<file path="src/rtl/alu_serial_rx.sv">
// alu_serial_rx: deserialises sin packets into ALU operands/opcode, checks framing,
// data count, CRC-4 and opcode, and presents a result or error record on valid/ready.
module alu_serial_rx #(
    parameter int OPERAND_BYTES = 4
) (
    input  logic                       clk,
    input  logic                       rst_n,
    input  logic                       sin,
    input  logic                       ready_i,
    output logic                       valid_o,
    output logic [8*OPERAND_BYTES-1:0] a_o,
    output logic [8*OPERAND_BYTES-1:0] b_o,
    output logic [2:0]                 op_o,
    output logic                       err_o,
    output logic [2:0]                 err_code_o,
    output logic                       overrun_o
);
    localparam int DATA_W = 8*OPERAND_BYTES;
    localparam int NB = 2*OPERAND_BYTES;
    localparam int CW = $clog2(NB + 2);

    typedef enum logic [1:0] {IDLE, RX, WAIT_HIGH} state_t;

    state_t              state_q, state_d;
    logic [3:0]          bitcnt_q;
    logic                is_cmd_q;
    logic [6:0]          pay_q;
    logic [2*DATA_W-1:0] shreg_q;
    logic [CW-1:0]       dcnt_q;
    logic [3:0]          crc_q, crc_nx;
    logic                rx, stop_smp, pay_smp, crc_en, crc_fb, rec_done, hold;
    logic [2:0]          rec_code;

    // bitcnt_q counts samples already taken in this packet; sample 11 is the stop bit
    assign rx       = state_q == RX;
    assign stop_smp = rx && bitcnt_q == 4'd10;
    assign pay_smp  = rx && bitcnt_q >= 4'd2 && bitcnt_q <= 4'd9;
    // CRC covers data payloads, the cmd type bit (always 1) and the three op bits
    assign crc_en   = rx && ((bitcnt_q == 4'd1 && sin) || (!is_cmd_q && pay_smp) ||
                             (is_cmd_q && bitcnt_q >= 4'd3 && bitcnt_q <= 4'd5));
    assign crc_fb   = crc_q[3] ^ sin;
    assign crc_nx   = {crc_q[2:0], 1'b0} ^ {2'b00, crc_fb, crc_fb};
    assign rec_done = stop_smp && (!sin || is_cmd_q);
    assign hold     = valid_o && !ready_i;

    always_comb begin
        state_d = (state_q == IDLE) ? (sin ? IDLE : RX) :
                  (state_q == RX)   ? (stop_smp ? (sin ? IDLE : WAIT_HIGH) : RX) :
                                      (sin ? IDLE : WAIT_HIGH);
        rec_code = 3'b000;
        if (!sin || dcnt_q != CW'(NB))
            rec_code = 3'b100;
        else if (crc_q != pay_q[3:0])
            rec_code = 3'b010;
        else if (pay_q[5])
            rec_code = 3'b001;
    end

    always_ff @(posedge clk or negedge rst_n) begin
        if (!rst_n)
            state_q <= IDLE;
        else
            state_q <= state_d;
    end

    always_ff @(posedge clk or negedge rst_n) begin
        if (!rst_n) begin
            bitcnt_q <= '0;
            is_cmd_q <= 1'b0;
            pay_q    <= '0;
            shreg_q  <= '0;
            dcnt_q   <= '0;
            crc_q    <= '0;
        end else begin
            bitcnt_q <= rx ? (stop_smp ? 4'd0 : bitcnt_q + 4'd1) : {3'b000, state_q == IDLE && !sin};
            if (rx && bitcnt_q == 4'd1)
                is_cmd_q <= sin;
            if (pay_smp)
                pay_q <= {pay_q[5:0], sin};
            if (pay_smp && !is_cmd_q)
                shreg_q <= {shreg_q[2*DATA_W-2:0], sin};
            if (stop_smp)
                dcnt_q <= (sin && !is_cmd_q) ? (dcnt_q == CW'(NB + 1) ? dcnt_q : dcnt_q + 1'b1) : '0;
            if (stop_smp && (is_cmd_q || !sin))
                crc_q <= '0;
            else if (crc_en)
                crc_q <= crc_nx;
        end
    end

    // a record completing while the previous one is still held is dropped
    always_ff @(posedge clk or negedge rst_n) begin
        if (!rst_n) begin
            valid_o    <= 1'b0;
            a_o        <= '0;
            b_o        <= '0;
            op_o       <= '0;
            err_o      <= 1'b0;
            err_code_o <= '0;
            overrun_o  <= 1'b0;
        end else begin
            overrun_o <= rec_done && hold;
            if (rec_done && !hold) begin
                valid_o    <= 1'b1;
                err_o      <= |rec_code;
                err_code_o <= rec_code;
                if (rec_code == 3'b000) begin
                    a_o  <= shreg_q[2*DATA_W-1:DATA_W];
                    b_o  <= shreg_q[DATA_W-1:0];
                    op_o <= pay_q[6:4];
                end
            end else if (valid_o && ready_i) begin
                valid_o <= 1'b0;
            end
        end
    end
endmodule
</file>
<file path="config.mk">
export PLATFORM = sky130hd
export DESIGN_NAME = alu_serial_rx
export DESIGN_NICKNAME = d
export VERILOG_FILES = /design/src/rtl/alu_serial_rx.sv
export SDC_FILE = /design/constraint.sdc
export NUM_CORES = 1
export LEC_CHECK = 0
export BUFFER_PORTS_ARGS = -buffer_cell sky130_fd_sc_hd__buf_2
export CAP_MARGIN = 15
export CORE_MARGIN = 2
export CORE_UTILIZATION = 54
export CTS_BUF_LIST = sky130_fd_sc_hd__clkbuf_8
export DETAILED_ROUTE_END_ITERATION = 6
export HOLD_SLACK_MARGIN = 0.03
export PLACE_DENSITY = 0.85
export SLEW_MARGIN = 20
export SYNTH_ARGS = -nofsm -noshare
export SYNTH_HDL_FRONTEND = slang
export SYNTH_SLANG_ARGS = --single-unit
export TNS_END_PERCENT = 20
</file>
<file path="constraint.sdc">
create_clock -name clk -period 1.8 [get_ports clk]
set_input_delay 0.45 -clock clk [delete_from_list [all_inputs] [get_ports clk]]
set_output_delay 0.45 -clock clk [all_outputs]
set_load 0.05 [all_outputs]
</file>
==> reports/results.ini <==
[pwr]
switching_share_pct=32.9
p_leak_nw=4.52
p_per_area_mw_per_mm2=1490
switching_power_mw=4.12
clkPwrFrac_pct=20.5
ir_worst_vdd_v=0.000883
pwr-share-comb_pct=43.4
seqPwrFrac_pct=36.0
internal-power_mw=8.42
p_total_mw=12.5

[route]
via_count=3881
drt_iter0_markers=225
dr.pass1.iters=7
antenna_left=0
drc=7
wl_mm=14.4
wl_per_cell_um=20.2
vias_per_cell=5.46

[floorplan]
die_h_um=113
boundaryPins=77
rows=39
fp.coreArea_mm2=0.0115
die-area_mm2=0.0128
initial_core_util_pct=55.6
die_width_um=113

[grt]
grt_usage_pct=19.6
grt_pass1_wl_mm=19.6
grt_max_degree=55
grt_pass1_vias=3870
antenna_found_initial=0
grt_overflow=0

[setup_path]
critPathMostFrequentCell=buf_4
slowest_delay_ns=0.44
path_class=flop to flop
crit_arrival_ns=2.39
end_kind=flop
cp_slowest_cell=dfrtp_1
cp.required_ns=2.12
cp-start-kind=flop
worstPathCellList=buf_4 -> nor4_4 -> a2111oi_4 -> buf_4 -> buf_6 -> buf_4 -> o221a_4 -> a22o_1
critPathMaxFanout=5

[timing]
slew_violations=0
slew_headroom_pct=75.0
setup_viol=142
max_freq_mhz=483
finalCritPeriodShare_pct=115
fin_hold_ws_ns=0.291
setup_ws_ns=-0.270
hold_violations=0
fin_crit_ns=2.07
finClkSkew_ns=0.0126
tightest_slew_ns=0.374
tns_ns=-25.24
rsz0062_at_grt=true

[placement]
numPortBuffers=76
dp_hpwl_mm=7.74
pre_cts_ws_ns=-0.227
gp_congestion=0.857

[logic_synthesis]
syn_inst=404
synth_top_area_cell=dfrtp_1
synth-edff-count=0
synth_warnings=0
ys.flop_type=dfrtp_1
synth_area_leaders=dfrtp_1 62%, mux2_1 11%, mux2_2 10%
synthDominantCellAreaShare_pct=62.1
synth-async-reset-ratio_pct=100
synth.distinct_cells=39
ys_seq_elements=159
synth_area_per_cell_um2=15.9
synth_nets=415
syn-cell-area_mm2=0.00641
seq_area_frac_synth_pct=62.1

[layout]
synthToLayoutAreaGrowth_pct=31.2
postLayoutCoreUtil_pct=73.0
nNetsFinal=567
n_antenna_cell=0
drive_gt1_share_pct=58.6

[cts]
clk_pin_slew_worst_paths_ns=0.08
cts_made_buffers=17
insertion_delay_ns=0.44
max-clock-path-buffers=2
cts_tree=built
cts-root-buf=clkbuf_8
cts.sinks=159
htree_levels=4

[run_status]
failed_checks=DRC, setup timing
status=finished, violations left

[hold_path]
hold_class=input port to flop

[job]
maxCapViolCount=0

==> power groups by stage <==
stage / Sequential (mW) / Clock (mW) / Combinational (mW)
6_report: 4.52 / 2.57 / 5.44
5_1_grt: 4.58 / 2.77 / 5.72
3_5_place_dp: 4.52 / 0 / 3.57
4_1_cts: 4.46 / 2.58 / 3.98
3_3_place_gp: 4.47 / 0 / 3.43
2_1_floorplan: 4.56 / 0 / 2.29
==> per-stage QoR <==
stage / instance area, µm² / std cells
after floorplan: 6430 / 404
after global placement: 7330 / 660
after detailed placement: 7330 / 660
after CTS: 7880 / 695
after global routing: 8400 / 711
final: 8400 / 711
==> cells in the final DEF, fill, tap and decap left out, drive strengths merged, types with 4 or more instances in the layout <==
cell / Yosys / routed
clkbuf: 0 / 26
nand2: 8 / 8
mux2: 139 / 139
nor2b: 5 / 5
a22o: 4 / 4
o21ai: 5 / 5
ha: 7 / 7
dfrtp: 159 / 159
xor2: 7 / 7
inv: 7 / 11
buf: 18 / 143
nor2: 12 / 12
==> metal layers <==
metal	vias up	wire (µm)	global-route usage, %
met5	-	0	0
met2	120	7420	32.8
met3	22	593	5.30
li1	1732	-	-
met1	2007	6040	25.0
met4	0	329	6.83
==> path summary, 6_finish.rpt <==
kind / to / depth (start not counted) / slack [ns] / startpoint
min reg2reg: op_o[1] / 1 / 0.48 / op_o[1]
min in group asynchronous: b_o[17] / 2 / 0.44 / rst_n
max reg2reg: crc_q[2] / 8 / -0.27 / bitcnt_q[3]
max in group asynchronous: a_o[13] / 3 / 0.78 / rst_n
min: overrun_o / 3 / 0.29 / ready_i
max: crc_q[2] / 8 / -0.27 / bitcnt_q[3]
==> registers in the layout (all words and copies together) (netlist names), 2 cells and up <==
name and cells:
a_o 32, dcnt_q 4, state_q 2, b_o 32, pay_q 7, bitcnt_q 4
crc_q 4, err_code_o 3, shreg_q 64, op_o 3
==> cell type report <==
type,count,area [µm²]
clock inverters,12,121
multi-input cells,220,2580
clock buffers,19,262
flip-flops and latches,159,3980
fillers,678,3110
inverters,7,28.8
repair buffers,151,1250
well taps,143,179
==> cells by family after synthesis <==
family          synth area share [%]
fa+ha+maj                       1.37
xor+xnor                        1.09
simple gates                    4.30
mux                             25.5
buf+inv                         2.79
compound gates                  2.85
flops                           62.1
==> worst max-delay path: cells and delay by family (launching register included) <==
family / cells / cell delay (ns)
flops: 1 / 0.44
simple gates: 1 / 0.36
compound gates: 3 / 0.52
buf+inv: 4 / 0.62
==> what timing repair did <==
item,in CTS,in global routing
hold endpoints to repair,25,0
gates resized for setup,26,71
endpoints found under the setup margin,143,146
hold buffers,1,0
pin swaps,13,13
gates cloned,0,11
buffers inserted,4,5
==> cell usage after synthesis, drive strengths merged, types with 2 or more instances <==
cell / instances
dfrtp: 159
mux2: 139
buf: 18
nor4: 3
a22o: 4
nand2b: 2
nand2: 8
nand4: 2
o21ai: 5
nor2: 12
and3: 2
xor2: 7
ha: 7
nand3: 2
nor2b: 5
a21oi: 3
or3: 2
inv: 7
(Power assumes the default switching activity.)
